File: src/rtl/axi_reg_pkg.sv
// Shared definitions for the AXI3 register bank.
//   - Register slot indices and byte offsets of the register map
//   - Write / read FSM state encodings
//   - AXI response codes
package axi_reg_pkg;

    // AXI response codes
    localparam logic [1:0] RESP_OKAY   = 2'b00;
    localparam logic [1:0] RESP_SLVERR = 2'b10;

    // Register slot indices (addr[2+:IDX_W])
    localparam int unsigned IDX_CTRL     = 0;
    localparam int unsigned IDX_IRQ_EN   = 1;
    localparam int unsigned IDX_IRQ_PEND = 2;
    localparam int unsigned IDX_COUNT    = 3;
    localparam int unsigned IDX_SCRATCH0 = 4;

    // Byte offsets of the same registers
    localparam logic [31:0] OFF_CTRL     = 32'h0000_0000;
    localparam logic [31:0] OFF_IRQ_EN   = 32'h0000_0004;
    localparam logic [31:0] OFF_IRQ_PEND = 32'h0000_0008;
    localparam logic [31:0] OFF_COUNT    = 32'h0000_000C;
    localparam logic [31:0] OFF_SCRATCH0 = 32'h0000_0010;

    // Write channel FSM
    typedef enum logic [0:0] {
        W_IDLE = 1'b0,
        W_RESP = 1'b1
    } w_state_e;

    // Read channel FSM
    typedef enum logic [0:0] {
        R_IDLE = 1'b0,
        R_DATA = 1'b1
    } r_state_e;

endpackage

File: src/rtl/axi_strb_merge.sv
// Byte-strobed merge of two words.
//   old_data : current register contents
//   new_data : candidate contents (write data, or W1C result)
//   strb     : one bit per byte; 1 takes the byte from new_data
//   merged   : result, bytes with strb=0 come from old_data
module axi_strb_merge #(
    parameter int BYTES = 4
) (
    input  logic [8*BYTES-1:0] old_data,
    input  logic [8*BYTES-1:0] new_data,
    input  logic [BYTES-1:0]   strb,
    output logic [8*BYTES-1:0] merged
);

    for (genvar gi = 0; gi < BYTES; gi++) begin : g_byte
        assign merged[8*gi +: 8] = strb[gi] ? new_data[8*gi +: 8] : old_data[8*gi +: 8];
    end

endmodule

File: src/rtl/axi_reg_bank.sv
// AXI3 slave register bank with LED control, interrupt controller and
// free-running cycle counter.
//   clock, resetn           : single clock, asynchronous active-low reset
//   s_aw* / s_w* / s_b*     : AXI3 write address, data (single beat), response
//   s_ar* / s_r*            : AXI3 read address and data
//   irq_src                 : hardware event lines, rising edge sets IRQ_PEND
//   leds                    : CTRL[LED_W-1:0]
//   irq                     : registered |(IRQ_PEND & IRQ_EN)
// Map: 0x00 CTRL, 0x04 IRQ_EN, 0x08 IRQ_PEND (W1C), 0x0C COUNT (RO),
//      0x10.. SCRATCH; offsets at or beyond 4*NUM_REGS answer SLVERR.
module axi_reg_bank
    import axi_reg_pkg::*;
#(
    parameter int NUM_REGS = 8,
    parameter int ID_W     = 12,
    parameter int LED_W    = 4,
    parameter int N_IRQ    = 4
) (
    input  logic             clock,
    input  logic             resetn,
    input  logic [31:0]      s_awaddr,
    input  logic [ID_W-1:0]  s_awid,
    input  logic [2:0]       s_awprot,
    input  logic             s_awvalid,
    output logic             s_awready,
    input  logic [31:0]      s_wdata,
    input  logic [3:0]       s_wstrb,
    input  logic [ID_W-1:0]  s_wid,
    input  logic             s_wvalid,
    output logic             s_wready,
    output logic [1:0]       s_bresp,
    output logic [ID_W-1:0]  s_bid,
    output logic             s_bvalid,
    input  logic             s_bready,
    input  logic [31:0]      s_araddr,
    input  logic [ID_W-1:0]  s_arid,
    input  logic [2:0]       s_arprot,
    input  logic             s_arvalid,
    output logic             s_arready,
    output logic [31:0]      s_rdata,
    output logic [1:0]       s_rresp,
    output logic [ID_W-1:0]  s_rid,
    output logic             s_rlast,
    output logic             s_rvalid,
    input  logic             s_rready,
    input  logic [N_IRQ-1:0] irq_src,
    output logic [LED_W-1:0] leds,
    output logic             irq
);

    localparam int          IDX_W    = $clog2(NUM_REGS);
    localparam logic [31:0] LIMIT    = 32'(4 * NUM_REGS);
    localparam logic [31:0] IRQ_MASK = 32'((64'd1 << N_IRQ) - 64'd1);

    // Write channel state
    w_state_e          w_state_q, w_state_d;
    logic              aw_held_q, aw_held_d;
    logic              w_held_q,  w_held_d;
    logic [31:0]       awaddr_q,  awaddr_d;
    logic [ID_W-1:0]   awid_q,    awid_d;
    logic [31:0]       wdata_q,   wdata_d;
    logic [3:0]        wstrb_q,   wstrb_d;
    logic [ID_W-1:0]   bid_q,     bid_d;
    logic [1:0]        bresp_q,   bresp_d;

    // Read channel state
    r_state_e          r_state_q, r_state_d;
    logic [ID_W-1:0]   rid_q,     rid_d;
    logic [31:0]       rdata_q,   rdata_d;
    logic [1:0]        rresp_q,   rresp_d;

    // Register storage; slots IDX_IRQ_PEND and IDX_COUNT are never written
    // here because those registers live in pend_q and count_q.
    logic [31:0]       regs_q [NUM_REGS];
    logic [31:0]       regs_d [NUM_REGS];
    logic [N_IRQ-1:0]  pend_q,  pend_d;
    logic [N_IRQ-1:0]  src_prev_q;
    logic [31:0]       count_q, count_d;
    logic              irq_q,   irq_d;

    logic              aw_fire, w_fire, ar_fire, commit, w_err, rd_err;
    logic [IDX_W-1:0]  w_idx, rd_idx;
    logic [31:0]       pend32, rw_merged, w1c_merged, rd_val;

    // Protection bits and WID carry no meaning for this slave.
    logic unused_ok;
    assign unused_ok = ^{s_awprot, s_arprot, s_wid};

    // Handshake readies are gated by resetn so they read 0 while reset is
    // asserted and 1 immediately after release.
    assign s_awready = resetn && (w_state_q == W_IDLE) && !aw_held_q;
    assign s_wready  = resetn && (w_state_q == W_IDLE) && !w_held_q;
    assign s_arready = resetn && (r_state_q == R_IDLE);

    assign aw_fire = s_awvalid && s_awready;
    assign w_fire  = s_wvalid  && s_wready;
    assign ar_fire = s_arvalid && s_arready;

    // Register update happens the cycle after both halves are held.
    assign commit = (w_state_q == W_IDLE) && aw_held_q && w_held_q;
    assign w_err  = (awaddr_q >= LIMIT);
    assign w_idx  = awaddr_q[2 +: IDX_W];
    assign rd_err = (s_araddr >= LIMIT);
    assign rd_idx = s_araddr[2 +: IDX_W];

    always_comb begin
        pend32 = '0;
        pend32[N_IRQ-1:0] = pend_q;
    end

    // Ordinary read-write merge for the addressed register.
    axi_strb_merge #(.BYTES(4)) u_rw_merge (
        .old_data (regs_q[w_idx]),
        .new_data (wdata_q),
        .strb     (wstrb_q),
        .merged   (rw_merged)
    );

    // W1C: strobed bytes take pend & ~wdata, unstrobed bytes keep pend.
    axi_strb_merge #(.BYTES(4)) u_w1c_merge (
        .old_data (pend32),
        .new_data (pend32 & ~wdata_q),
        .strb     (wstrb_q),
        .merged   (w1c_merged)
    );

    // Write channel
    always_comb begin
        w_state_d = w_state_q;
        aw_held_d = aw_held_q;
        w_held_d  = w_held_q;
        awaddr_d  = awaddr_q;
        awid_d    = awid_q;
        wdata_d   = wdata_q;
        wstrb_d   = wstrb_q;
        bid_d     = bid_q;
        bresp_d   = bresp_q;
        if (w_state_q == W_IDLE) begin
            if (aw_fire) begin
                aw_held_d = 1'b1;
                awaddr_d  = s_awaddr;
                awid_d    = s_awid;
            end
            if (w_fire) begin
                w_held_d = 1'b1;
                wdata_d  = s_wdata;
                wstrb_d  = s_wstrb;
            end
            if (commit) begin
                aw_held_d = 1'b0;
                w_held_d  = 1'b0;
                bid_d     = awid_q;
                bresp_d   = w_err ? RESP_SLVERR : RESP_OKAY;
                w_state_d = W_RESP;
            end
        end else if (s_bready) begin
            w_state_d = W_IDLE;
        end
    end

    // Register file, interrupt pending, counter
    always_comb begin
        for (int i = 0; i < NUM_REGS; i++) begin
            regs_d[i] = regs_q[i];
        end
        pend_d = pend_q;
        if (commit && !w_err) begin
            if (w_idx == IDX_W'(IDX_IRQ_EN)) begin
                regs_d[IDX_IRQ_EN] = rw_merged & IRQ_MASK;
            end else if (w_idx == IDX_W'(IDX_IRQ_PEND)) begin
                pend_d = w1c_merged[N_IRQ-1:0];
            end else if (w_idx != IDX_W'(IDX_COUNT)) begin
                regs_d[w_idx] = rw_merged;
            end
        end
        // Edge set is applied after W1C so a coincident event is not lost.
        pend_d  = pend_d | (irq_src & ~src_prev_q);
        count_d = count_q + 32'd1;
        irq_d   = |(pend_q & regs_q[IDX_IRQ_EN][N_IRQ-1:0]);
    end

    // Read channel; values are sampled before any same-cycle write lands.
    always_comb begin
        rd_val = '0;
        if (!rd_err) begin
            if (rd_idx == IDX_W'(IDX_IRQ_PEND)) begin
                rd_val = pend32;
            end else if (rd_idx == IDX_W'(IDX_COUNT)) begin
                rd_val = count_q;
            end else begin
                rd_val = regs_q[rd_idx];
            end
        end
    end

    always_comb begin
        r_state_d = r_state_q;
        rid_d     = rid_q;
        rdata_d   = rdata_q;
        rresp_d   = rresp_q;
        if (r_state_q == R_IDLE) begin
            if (ar_fire) begin
                rid_d     = s_arid;
                rdata_d   = rd_val;
                rresp_d   = rd_err ? RESP_SLVERR : RESP_OKAY;
                r_state_d = R_DATA;
            end
        end else if (s_rready) begin
            r_state_d = R_IDLE;
        end
    end

    always_ff @(posedge clock or negedge resetn) begin
        if (!resetn) begin
            w_state_q  <= W_IDLE;
            aw_held_q  <= 1'b0;
            w_held_q   <= 1'b0;
            awaddr_q   <= '0;
            awid_q     <= '0;
            wdata_q    <= '0;
            wstrb_q    <= '0;
            bid_q      <= '0;
            bresp_q    <= RESP_OKAY;
            r_state_q  <= R_IDLE;
            rid_q      <= '0;
            rdata_q    <= '0;
            rresp_q    <= RESP_OKAY;
            for (int i = 0; i < NUM_REGS; i++) begin
                regs_q[i] <= '0;
            end
            pend_q     <= '0;
            src_prev_q <= '0;
            count_q    <= '0;
            irq_q      <= 1'b0;
        end else begin
            w_state_q  <= w_state_d;
            aw_held_q  <= aw_held_d;
            w_held_q   <= w_held_d;
            awaddr_q   <= awaddr_d;
            awid_q     <= awid_d;
            wdata_q    <= wdata_d;
            wstrb_q    <= wstrb_d;
            bid_q      <= bid_d;
            bresp_q    <= bresp_d;
            r_state_q  <= r_state_d;
            rid_q      <= rid_d;
            rdata_q    <= rdata_d;
            rresp_q    <= rresp_d;
            for (int i = 0; i < NUM_REGS; i++) begin
                regs_q[i] <= regs_d[i];
            end
            pend_q     <= pend_d;
            src_prev_q <= irq_src;
            count_q    <= count_d;
            irq_q      <= irq_d;
        end
    end

    assign s_bvalid = (w_state_q == W_RESP);
    assign s_bid    = bid_q;
    assign s_bresp  = bresp_q;
    assign s_rvalid = (r_state_q == R_DATA);
    assign s_rlast  = (r_state_q == R_DATA);
    assign s_rid    = rid_q;
    assign s_rdata  = rdata_q;
    assign s_rresp  = rresp_q;
    assign leds     = regs_q[IDX_CTRL][LED_W-1:0];
    assign irq      = irq_q;

endmodule

File: config.mk
export PLATFORM = sky130hd
export DESIGN_NAME = axi_reg_bank
export DESIGN_NICKNAME = d
export VERILOG_FILES = /design/src/rtl/axi_reg_pkg.sv /design/src/rtl/axi_strb_merge.sv /design/src/rtl/axi_reg_bank.sv
export SDC_FILE = /design/constraint.sdc
export NUM_CORES = 1
export LEC_CHECK = 0
export CAP_MARGIN = 20
export CORE_AREA = 2 2 159 224
export CTS_CLUSTER_DIAMETER = 50
export DETAILED_ROUTE_END_ITERATION = 8
export DIE_AREA = 0 0 161 226
export GPL_ROUTABILITY_DRIVEN = 0
export PLACE_DENSITY = 0.83
export SLEW_MARGIN = 30
export SYNTH_ARGS = -nofsm -noshare
export SYNTH_HDL_FRONTEND = slang
export SYNTH_SLANG_ARGS = --single-unit
export TNS_END_PERCENT = 1
File: constraint.sdc
create_clock -name clock -period 3.5 [get_ports clock]
set_clock_uncertainty 0.2 [all_clocks]
set_input_delay 0.7 -clock clock [delete_from_list [all_inputs] [get_ports clock]]
set_output_delay 0.7 -clock clock [all_outputs]
set_load 0.03 [all_outputs]
# Yosys cells after proc, flatten, opt, wreduce, memory -nomap -nowiden
# Cells that the tools add are included.
# totals
romBits	0
out_inout_bits	71
ram_bits	0
word_cells	110
mem_count	0
ff_bits	441
latch_bits	0
# classes
shifts	0
div	0
n_addsub	1
n_mux	35
mul	0
reduce_logical	26
magnitude_cmp	5
eq_ne	6
bitwise	12
# op_table
operator	n
2-to-1 mux 224 bit	2
2-to-1 mux 32 bit	9
bitwise mux 256 bit	1
binary-select mux 32 bit (select 3 bit)	2
demux 32 bit (select 3 bit)	1
>= comparator 32 x 6 -> 1 bit, second input constant	2
adder 32 x 1 -> 32 bit, second input constant	1
2-to-1 mux 8 bit	4
2-to-1 mux 4 bit	4
bitwise AND 4 bit	3
AND reduction 2 bit	6
logical AND 1 bit	11
2-to-1 mux 1 bit	10
equality test 3 x 2 -> 1 bit, second input constant	3
>= comparator 4 bit, second input constant	2
inverter 3 -> 4 bit	2
inverter 4 bit	2
nonzero test 2 bit	3
less-than comparator 4 x 1 -> 1 bit, second input constant	1
2-to-1 mux 2 bit	2
inverter 1 bit	4
OR 4 bit	1
AND reduction 4 bit	1
OR reduction 4 bit	1
other kinds (5)	7

# Logic depth before layout (Yosys ltp)
# Gate-level depths: netlist of the first run.
# depth
depth_word	9
mapped_depth	7
ltp_nobuf	5

# Modules after synthesis
# From an unflattened synthesis of the first run, not the netlist that was laid out.
# hier_totals
hier_cells	1573
hier_area_um2	20830.0
# by_module_without_submodules
mod	area_per_inst_um2	seq_area_each_um2	n_inst	cells_each
axi_reg_bank	19779.0	10935.5	1	1501
axi_strb_merge	525.5	0.0	2	36

# Least setup slack after synthesis of the first run
# No wires, ideal clock.
# synth_timing
path_type	input to register
start	input s_araddr[3]
end	register rdata_q[19], in the netlist s_rdata[19]
setup_slack_ns	0.920
required_time_ns	3.165
setup_ns	0.135
stages	6
arrival_time_ns	2.246
path_cell_list	clkbuf_1 clkbuf_1 clkbuf_1 mux2_2 a221oi_1 o31ai_1
# synth_between
elab_chain_len	7
elab_cells_between_ends	10
# synth_rtl
item	line	source
start, declared	axi_reg_bank.sv:35	input logic [31:0] s_araddr,
parallel branches: the longest is 6 deep, another holds >= comparator 32 x 6 -> 1 bit	-	
2-to-1 mux 32 bit (*)	axi_reg_bank.sv:185	if (!rd_err) begin
end signal, assigned	axi_reg_bank.sv:247	rdata_q <= rdata_d;
end, declared	axi_reg_bank.sv:69	logic [31:0] rdata_q, rdata_d;
# Every way passes the cells marked *. The select of a mux whose other input is x is not followed.
# A chain may end at the register's enable or synchronous reset.

# Worst setup path after layout of the first run
# layout_timing
start	register awaddr_q[7]
end	register regs_q[88] in the netlist's numbering
# layout_between
elab_chain_len	4
# layout_rtl
item	line	source
start, declared	axi_reg_bank.sv:59	logic [31:0] awaddr_q, awaddr_d;
start signal, assigned	axi_reg_bank.sv:239	awaddr_q <= awaddr_d;
>= comparator 32 x 6 -> 1 bit	axi_reg_bank.sv:101	assign w_err = (awaddr_q >= LIMIT);
logical NOT 1 bit	axi_reg_bank.sv:167	if (commit && !w_err) begin
logical AND 1 bit	axi_reg_bank.sv:167	
AND reduction 4 bit (no line)	-	
end signal, assigned by index	axi_reg_bank.sv:250	regs_q[i] <= regs_d[i];
end, declared	axi_reg_bank.sv:74	logic [31:0] regs_q [NUM_REGS];
# Every way passes these cells.

==> results by group, run 1 <==
Logic synthesis
  • Post-synth ARST share: 100%
  • Synth Register Bits: 437
  • Synthesized instance count: 1610
  • Largest family of logic cells by synthesized area: multiplexers
  • Simple logic cell fraction of the synthesized area: 10.1%
  • Cell variety after synth: 50
  • Compound-Gate Fraction of Synth Area: 7.24%
  • Post-synthesis average cell area: 12.7 um2
  • Synth Area in XOR/XNOR: 1.29%
  • Fraction of the mapped netlist area in adder cells: 0.0613%
  • Sequential share of the synthesized area: 53.6%
  • Post-synthesis mux area share: 23.3%
  • Number of synthesized flops with an enable pin: 0
  • Post-synth top flop: dfrtp_1
  • Syn. warnings: 0
  • Synthesized area: 20400 um2

Floorplan
  • Starting Density: 59.2%
  • Die area: 36400 um2
  • Core ar.: 34500 um2
  • Die W: 161 um
  • IO Pins: 224
  • Row count: 81
  • Die Ht: 226 um

Finish
  • Layout cells sized above 1: 22.7%
  • Final #Nets: 1870
  • Ant. Diodes: 0
  • Final cell count without fillers: 2203
  • Post-route cell area: 24100 um2
  • Layout area overhead: 18.1%
  • Fill count: 2336

Routing
  • Length of the first detailed-routing pass in iterations: 5
  • Via/cell ratio: 6.24
  • WL/cell: 22.6 um
  • Drt drc: 0
  • Initial DRC Count: 1040
  • Routed WL: 49.8 mm
  • Antenna Violating Nets Remaining: 0
  • Via count: 13744

GRT
  • First-pass GRT wire length: 80.3 mm
  • Pin count of the biggest net entering global routing: 134
  • Vias in the first global route: 14785
  • Total grt overflow: 0
  • Initial antenna violation count: 0
  • GR Util All Layers: 28.2%

Clocking
  • Root cell of the clock tree: clkbuf_16
  • Post-cts repair resize count: 0
  • # H-tree levels: 2
  • CTS sink cnt: 437
  • Reg clk slew, reported paths: 0.06 ns
  • Clock latency on the worst-skew pair: 0.55 ns
  • CTS tree: built
  • Post-CTS Hold Buffers: 0
  • Cts bufs inserted: 42
  • Number of post-CTS setup repair buffers: 0
  • Longest Clk Path Bufs: 3

Timing
  • Final-report hold violation count: 0
  • Tcrit/Tclk final: 77.5%
  • Actual slew at the worst max-slew pin: 1.02 ns
  • Post-route minimum period: 2.71 ns
  • Post-Route Setup TNS: 0 ns
  • F_max: 369 MHz
  • Final setup violation count: 0
  • WHS: 0.0377 ns
  • RSZ-0062 raised after global routing: false
  • Max transition margin: 32.1%
  • Count of final max-slew check failures: 0

Pwr
  • Internal power: 9.86 mW
  • P_leak: 10.8 nW
  • Worst IR Drop VDD: 0.474 mV
  • Cell area power density: 602 nW/um2
  • Total power: 14.5 mW
  • Switch Pwr: 4.64 mW
  • Sequential Power Share: 42.6%
  • Switching Share: 32.0%
  • Gate power share: 24.9%
  • Clock share of power: 32.6%

Placed design
  • Hpwl dp: 31.9 mm
  • IO buf count: 199
  • DP Area: 22600 um2
  • Placed instance count: 2128

Worst setup path
  • CP max FO: 28
  • Worst setup EP type: flip-flop
  • CP required: 3.72 ns
  • Crit start category: flip-flop
  • WS Path Type: reg -> reg
  • Worst EP arrival: 2.93 ns

Flow run
  • Max-Cap Viols: 0

Outcome
  • Status: finished clean

Min path
  • Worst min-delay path class: in -> async
-- placed cells by master (no fill, tap or decap), types with 4 or more instances in the layout --
cell and count:
a21oi_1 22, a221oi_1 31, a22oi_1 5, a31oi_1 9, a41oi_1 5, and3_1 20, and3b_1 11, and4_1 7
buf_12 11, buf_4 30, bufinv_16 4, clkbuf_1 9, clkbuf_16 43, clkbuf_8 12, clkdlybuf4s50_1 193, clkinv_2 5
dfrtp_1 434, inv_1 28, mux2_1 60, mux2_2 191, mux2i_1 36, mux4_2 70, nand2_1 115, nand2b_1 13
nand3_1 29, nand4_1 11, nor2_1 36, nor2b_1 63, nor3_1 6, nor3b_1 14, nor4_1 9, nor4_4 8
o21ai_0 47, o22ai_1 13, o31ai_1 69, o41ai_1 7, or3_1 4, xnor2_1 25, xor2_1 5
-- layer usage --
metal  part of all wire, %  vias up  track usage, %
met5                     0        -               0
met4                   3.0        0            9.94
met3                   6.7      114            5.44
met2                    52      562            48.9
met1                    39     7024            35.4
li1                      -     6044               -
-- stage by stage --
stage                     setup WS (ns)  util, %
final                             0.789     69.9
after floorplan                   0.920        -
after CTS                         0.787     69.9
after global placement            0.674     65.7
after detailed placement          0.688     65.7
after global routing              0.679     69.9
-- Yosys cell counts, drive strengths merged (7+ instances only) --
cell | instances | area, um2
a21oi | 22 | 110
a221oi | 31 | 272
a31oi | 9 | 56.3
and3 | 20 | 125
and3b | 11 | 96.3
and4 | 7 | 61.3
buf | 50 | 297
clkbuf | 128 | 480
dfrtp | 437 | 10900
inv | 28 | 105
mux2 | 251 | 2830
mux2i | 36 | 360
mux4 | 70 | 1580
nand2 | 115 | 432
nand2b | 13 | 81.3
nand3 | 29 | 145
nand4 | 13 | 111
nor2 | 37 | 139
nor2b | 63 | 394
nor3 | 7 | 46.3
nor3b | 16 | 120
nor4 | 19 | 243
o21ai | 47 | 235
o22ai | 13 | 81.3
o31ai | 69 | 518
o41ai | 7 | 61.3
xnor2 | 25 | 219
-- critical path, stage by stage, from the launching register on --
cell and delay (ns):
dfrtp_1 0.39, nor4_2 0.42, nand4_4 0.34, buf_4 0.34
nor3_4 0.22, buf_12 0.29, mux2_2 0.38
-- power by group through the flow --
stage / clock (mW) / sequential (mW) / combinational (mW)
finish: 4.72 / 6.17 / 3.60
global placement: 0 / 6.21 / 3.49
detailed placement: 0 / 6.25 / 3.58
global route: 5.01 / 6.24 / 3.88
CTS: 4.80 / 6.17 / 3.61
floorplan: 0 / 6.19 / 2.28
-- state kept, by name (all words and copies together) (netlist names), 4 cells and up --
register / flops
awaddr_q: 30
awid_q: 12
count_q: 32
leds: 4
pend_q: 4
regs_q: 252
s_bid: 12
s_rdata: 32
s_rid: 12
src_prev_q: 4
wdata_q: 32
wstrb_q: 4
-- final timing paths --
check                                        start                 endpoint  slack (ns)  cells past startpoint
min                                         resetn  s_rdata[22]$_DFFE_PN0P_        0.04                      2
max in group asynchronous                   resetn  regs_q[208]$_DFFE_PN0P_        1.51                      3
max reg2reg                awaddr_q[7]$_DFFE_PN0P_   regs_q[88]$_DFFE_PN0P_        0.79                      6
min reg2reg                regs_q[171]$_DFFE_PN0P_  regs_q[171]$_DFFE_PN0P_        0.17                      0
min in group clock         regs_q[171]$_DFFE_PN0P_  regs_q[171]$_DFFE_PN0P_        0.17                      0
max                        awaddr_q[7]$_DFFE_PN0P_   regs_q[88]$_DFFE_PN0P_        0.79                      6
-- cell families (layout without fill, tap and decap cells) --
family / after synthesis / in the layout
AO/OA/AOI/OAI: 216 / 216
XOR/XNOR: 30 / 30
adder cells (fa/ha/maj): 1 / 1
buffers and inverters: 208 / 344
flip-flops: 437 / 437
multiplexers: 357 / 357
other: 1 / 2
AND/OR/NAND/NOR: 360 / 360
-- layout make-up --
| cell class | instances | area [um2] | share of cell area [%] |
|---|---|---|---|
| well taps | 456 | 571 | 2.37 |
| multi-input cells | 966 | 8600 | 35.7 |
| flip-flops and latches | 437 | 10900 | 45.4 |
| inverters | 30 | 113 | 0.467 |
| repair buffers | 239 | 2420 | 10.1 |
| clock buffers | 64 | 1270 | 5.29 |
| clock inverters | 11 | 163 | 0.675 |
Power figures use the tool's default switching activity.
==> run 2, diff against run 1 <==
--- a/config.mk
+++ b/config.mk
@@ -6,12 +6,12 @@
 export NUM_CORES = 1
 export LEC_CHECK = 0
 export CAP_MARGIN = 20
-export CORE_AREA = 2 2 159 224
+export CORE_AREA = 2 2 163 229
 export CTS_CLUSTER_DIAMETER = 50
 export DETAILED_ROUTE_END_ITERATION = 8
-export DIE_AREA = 0 0 161 226
+export DIE_AREA = 0 0 165 231
 export GPL_ROUTABILITY_DRIVEN = 0
-export PLACE_DENSITY = 0.83
+export PLACE_DENSITY = 0.8
 export SLEW_MARGIN = 30
 export SYNTH_ARGS = -nofsm -noshare
 export SYNTH_HDL_FRONTEND = slang
==> constraint.sdc (replaced) <==
create_clock -name clock -period 2.8 [get_ports clock]
set_clock_uncertainty 0.2 [all_clocks]
set_input_delay 0.56 -clock clock [delete_from_list [all_inputs] [get_ports clock]]
set_output_delay 0.56 -clock clock [all_outputs]
set_load 0.03 [all_outputs]
==> results by group, run 2 (synthesis gave the netlist of run 1 again) <==
GRT
  • GR Util All Layers: 27.1%
  • First-pass GRT wire length: 80.6 mm
  • Vias in the first global route: 14992
  • Pin count of the biggest net entering global routing: 182
  • Total grt overflow: 0
  • Initial antenna violation count: 1

Routing
  • Routed WL: 50.1 mm
  • Drt drc: 0
  • Via count: 13793
  • Length of the first detailed-routing pass in iterations: 5
  • Via/cell ratio: 6.19
  • Initial DRC Count: 1141
  • WL/cell: 22.5 um
  • Antenna Violating Nets Remaining: 0

Pwr
  • Clock share of power: 31.5%
  • Switch Pwr: 5.88 mW
  • Gate power share: 26.7%
  • Internal power: 12.3 mW
  • Total power: 18.2 mW
  • P_leak: 10.9 nW
  • Worst IR Drop VDD: 0.624 mV
  • Cell area power density: 749 nW/um2
  • Sequential Power Share: 41.8%
  • Switching Share: 32.3%

Clocking
  • Reg clk slew, reported paths: 0.06 ns
  • Clock latency on the worst-skew pair: 0.55 ns
  • Cts bufs inserted: 42
  • Post-CTS Hold Buffers: 0
  • Post-cts repair resize count: 0
  • CTS sink cnt: 437
  • Longest Clk Path Bufs: 3
  • Root cell of the clock tree: clkbuf_16
  • # H-tree levels: 2
  • CTS tree: built
  • Number of post-CTS setup repair buffers: 0

Finish
  • Ant. Diodes: 0
  • Fill count: 2544
  • Biggest register: regs_q
  • Commonest non-fill, non-tap cell in the layout: dfrtp_1
  • Layout area overhead: 19.1%
  • Most frequent cells in the layout: dfrtp_1 (434), clkdlybuf4s50_1 (192), mux2_2 (191), nand2_1 (115), mux4_2 (70)
  • Max FFs per register: 252
  • Layout cells sized above 1: 23.5%
  • Final #Nets: 1885

Floorplan
  • Core ar.: 36200 um2
  • Starting Density: 56.3%
  • Row count: 83
  • Die W: 165 um
  • Die Ht: 231 um
  • Die area: 38100 um2
  • IO Pins: 224

Worst setup path
  • Worst stage delay on the critical path: 0.41 ns
  • Crit start category: flip-flop
  • CP max FO: 28
  • Worst EP arrival: 2.80 ns
  • Worst reg2reg path depth: 5
  • Worst path most repeated cell: nor4_4
  • Worst setup EP type: flip-flop
  • Crit-path slowest cell: nor4_4
  • CP required: 3.03 ns
  • WS Path Type: reg -> reg
  • Crit-path cells: nor4_4 > nand4_4 > nor4_4 > buf_12 > mux2_2

Outcome
  • Status: finished clean

Timing
  • Actual slew at the worst max-slew pin: 0.853 ns
  • Count of final max-slew check failures: 0
  • Final-report hold violation count: 0
  • Post-Route Setup TNS: 0 ns
  • F_max: 389 MHz
  • Tcrit/Tclk final: 91.9%
  • Max transition margin: 43.1%
  • RSZ-0062 raised after global routing: false
  • Post-route minimum period: 2.57 ns
  • Final setup violation count: 0

Flow run
  • Max-Cap Viols: 0

Min path
  • Hold Path Cell Cnt: 0
  • Worst min-delay path class: reg -> reg

Placed design
  • Hpwl dp: 31.8 mm
  • IO buf count: 199
==> run 2: power groups by stage <==
stage	clock network, mW	logic [mW]	registers (mW)
6_report	5.74	4.86	7.62
5_1_grt	6.10	5.24	7.71
4_1_cts	5.86	4.86	7.63
3_5_place_dp	0	4.82	7.74
3_3_place_gp	0	4.72	7.69
2_1_floorplan	0	2.85	7.74
==> run 2: final timing paths <==
path / slack, ns / startpoint / to
worst max-delay path: 0.23 / awaddr_q[12]$_DFFE_PN0P_ / regs_q[34]$_DFFE_PN0P_
worst min-delay path: 0.17 / regs_q[140]$_DFFE_PN0P_ / regs_q[140]$_DFFE_PN0P_
worst max register to register: 0.23 / awaddr_q[12]$_DFFE_PN0P_ / regs_q[34]$_DFFE_PN0P_
worst min register to register: 0.17 / regs_q[140]$_DFFE_PN0P_ / regs_q[140]$_DFFE_PN0P_
max in group asynchronous: 0.77 / resetn / regs_q[79]$_DFFE_PN0P_
min in group asynchronous: 0.44 / resetn / s_rid[2]$_DFFE_PN0P_
==> run 2: worst max-delay path, delay by kind of cell (launching register included) <==
| kind | cells | cell delay [ns] |
|---|---|---|
| muxes | 1 | 0.38 |
| DFF | 1 | 0.40 |
| and+or+nand+nor | 3 | 1.14 |
| buffers and inverters | 1 | 0.30 |
==> run 2: layout make-up <==
cell class / instances / area, um2 / share of cell area (%)
tap: 467 / 584 / 2.40
clock inverter: 12 / 141 / 0.582
multi-input combinational: 966 / 8610 / 35.4
timing repair buffer: 254 / 2660 / 11.0
inverter: 30 / 113 / 0.463
clock buffer: 61 / 1250 / 5.15
sequential: 437 / 10900 / 45.0
==> run 2: stage by stage <==
| step | worst slack (ns) | instances | hold WS [ns] | utilization, % | area [um2] |
|---|---|---|---|---|---|
| 2_1_floorplan | 0.311 | 1611 | 0.0644 | - | 20400 |
| 3_3_place_gp | 0.285 | 2152 | 0.158 | 63.1 | 22900 |
| 3_5_place_dp | 0.208 | 2152 | 0.162 | 63.1 | 22900 |
| 4_1_cts | 0.218 | 2225 | 0.0539 | 67.0 | 24300 |
| 5_1_grt | 0.0940 | 2227 | 0.184 | 67.1 | 24300 |
| 6_report | 0.228 | 2227 | 0.172 | 67.1 | 24300 |
==> run 2: per-layer routing <==
layer  up-vias  GRT usage (%)  share of wire, %
li1       6039              -                 -
met1      7102           33.2                38
met2       529           46.5                52
met3       123           5.80               6.8
met4         0           11.0               3.6
met5         -              0                 0
==> run 3, diff against run 2 <==
--- a/config.mk
+++ b/config.mk
@@ -6,10 +6,10 @@
 export NUM_CORES = 1
 export LEC_CHECK = 0
 export CAP_MARGIN = 20
-export CORE_AREA = 2 2 163 229
+export CORE_AREA = 2 2 158 237
 export CTS_CLUSTER_DIAMETER = 50
 export DETAILED_ROUTE_END_ITERATION = 8
-export DIE_AREA = 0 0 165 231
+export DIE_AREA = 0 0 160 239
 export GPL_ROUTABILITY_DRIVEN = 0
 export PLACE_DENSITY = 0.8
 export SLEW_MARGIN = 30
==> results by group, run 3 (synthesis gave the netlist of run 1 again) <==
Placed design
  • DP Area: 22900 um2
  • IO buf count: 199
  • Hpwl dp: 32.7 mm

Worst setup path
  • Worst EP arrival: 2.85 ns
  • R2R setup slack: 0.17 ns
  • Levels on crit path: 5
  • Delay-heaviest family, CP: simple AND/OR/NAND/NOR gates
  • CP max FO: 10
  • CP required: 3.02 ns
  • WS Path Type: reg -> reg
  • Worst stage delay on the critical path: 0.44 ns
  • Worst reg2reg path depth: 5
  • Crit-path cells: nor4_2 > nand4_4 > nor4_4 > buf_4 > mux2_1
  • Reg2reg end: regs_q[19]$_DFFE_PN0P_
  • R2R Path Start: awaddr_q[7]$_DFFE_PN0P_
  • CP startpoint: awaddr_q[7]$_DFFE_PN0P_
  • Worst Path Buf+Inv: 1
  • Crit start category: flip-flop
  • Crit path capture: regs_q[19]$_DFFE_PN0P_
  • Crit-path slowest cell: nor4_2
  • Worst setup EP type: flip-flop

GRT
  • First-pass GRT wire length: 81.7 mm
  • Vias in the first global route: 14812
  • Initial antenna violation count: 0
  • Pin count of the biggest net entering global routing: 163
  • GR Util All Layers: 27.2%
  • Total grt overflow: 0

Pwr
  • Switching Share: 32.3%
  • Sequential Power Share: 42.3%
  • Internal power: 12.2 mW
  • Worst IR Drop VDD: 0.617 mV
  • Gate power share: 26.8%
  • P_leak: 10.9 nW
  • Switch Pwr: 5.81 mW
  • Total power: 18.0 mW
  • Clock share of power: 30.9%
  • Cell area power density: 742 nW/um2

Clocking
  • # H-tree levels: 2
  • CTS sink cnt: 437
  • Root cell of the clock tree: clkbuf_16
  • Longest Clk Path Bufs: 3
  • Post-cts repair resize count: 0
  • Number of post-CTS setup repair buffers: 0
  • Clock latency on the worst-skew pair: 0.55 ns
  • CTS tree: built
  • Post-CTS Hold Buffers: 1
  • Reg clk slew, reported paths: 0.06 ns
  • Cts bufs inserted: 42

Finish
  • Ant. Diodes: 0
  • Core Util, Final: 66.6%
  • Post-route cell area: 24200 um2
  • Biggest register: regs_q
  • Most frequent cells in the layout: dfrtp_1 (434), clkdlybuf4s50_1 (193), mux2_2 (191), nand2_1 (115), mux4_2 (70)
  • Commonest non-fill, non-tap cell in the layout: dfrtp_1
  • Layout cells sized above 1: 23.1%
  • Final #Nets: 1887
  • Layout area overhead: 18.7%
  • Max FFs per register: 252

Timing
  • Post-Route Setup TNS: 0 ns
  • F_max: 380 MHz
  • RSZ-0062 raised after global routing: false
  • WHS: 0.173 ns
  • Final setup violation count: 0
  • Count of final max-slew check failures: 0
  • Actual slew at the worst max-slew pin: 0.900 ns
  • Final-report hold violation count: 0
  • Post-route minimum period: 2.63 ns
  • Max transition margin: 40.0%
  • Tcrit/Tclk final: 93.9%

Floorplan
  • Core ar.: 36400 um2
  • Die Ht: 239 um
  • Starting Density: 56.1%
  • IO Pins: 224
  • Die area: 38200 um2
  • Die W: 160 um
  • Row count: 86

Routing
  • Via count: 13773
  • Initial DRC Count: 975
  • WL/cell: 22.5 um
  • Drt drc: 0
  • Routed WL: 50.5 mm
  • Antenna Violating Nets Remaining: 0
  • Length of the first detailed-routing pass in iterations: 5
  • Via/cell ratio: 6.14

Outcome
  • Status: finished clean

Flow run
  • Max-Cap Viols: 0

Min path
  • Hold Path Cell Cnt: 0
  • Worst min-delay path class: reg -> reg
## run 3: area by class of cell
cell class              instances  area, um2
clock buffers                  65       1260
clock inverters                 6       66.3
inverters                      30        113
repair buffers                256       2610
multi-input cells             966       8620
well taps                     484        606
fillers                      2658      12200
flip-flops and latches        437      10900
## run 3: worst min path at each step
stage	startpoint	end	slack, ns
finish	regs_q[171]$_DFFE_PN0P_	regs_q[171]$_DFFE_PN0P_	0.17
global route	regs_q[183]$_DFFE_PN0P_	regs_q[183]$_DFFE_PN0P_	0.18
CTS	regs_q[139]$_DFFE_PN0P_	regs_q[139]$_DFFE_PN0P_	0.18
detailed placement	regs_q[135]$_DFFE_PN0P_	regs_q[135]$_DFFE_PN0P_	0.16
global placement	regs_q[138]$_DFFE_PN0P_	regs_q[138]$_DFFE_PN0P_	0.16
floorplan	resetn	aw_held_q$_DFFE_PN0P_	0.06
## run 3: power by group through the flow
stage	clock [mW]	combinational [mW]	sequential, mW
detailed placement	0	4.80	7.72
finish	5.55	4.82	7.60
CTS	5.66	4.84	7.60
floorplan	0	2.85	7.74
global route	5.89	5.21	7.68
global placement	0	4.69	7.67
## run 3: routing by layer
| metal | wire length (um) | GRT usage (%) | share of wire, % |
|---|---|---|---|
| met1 | 19200 | 33.2 | 38 |
| met3 | 3110 | 4.84 | 6.2 |
| met4 | 2730 | 14.0 | 5.4 |
| met5 | 0 | 0 | 0 |
| met2 | 25500 | 46.4 | 50 |
## run 3: through the flow
step	instances	worst slack (ns)
after floorplan	1611	0.311
after global placement	2172	0.205
after detailed placement	2172	0.159
after CTS	2244	0.143
after global routing	2244	0.0571
final	2244	0.170
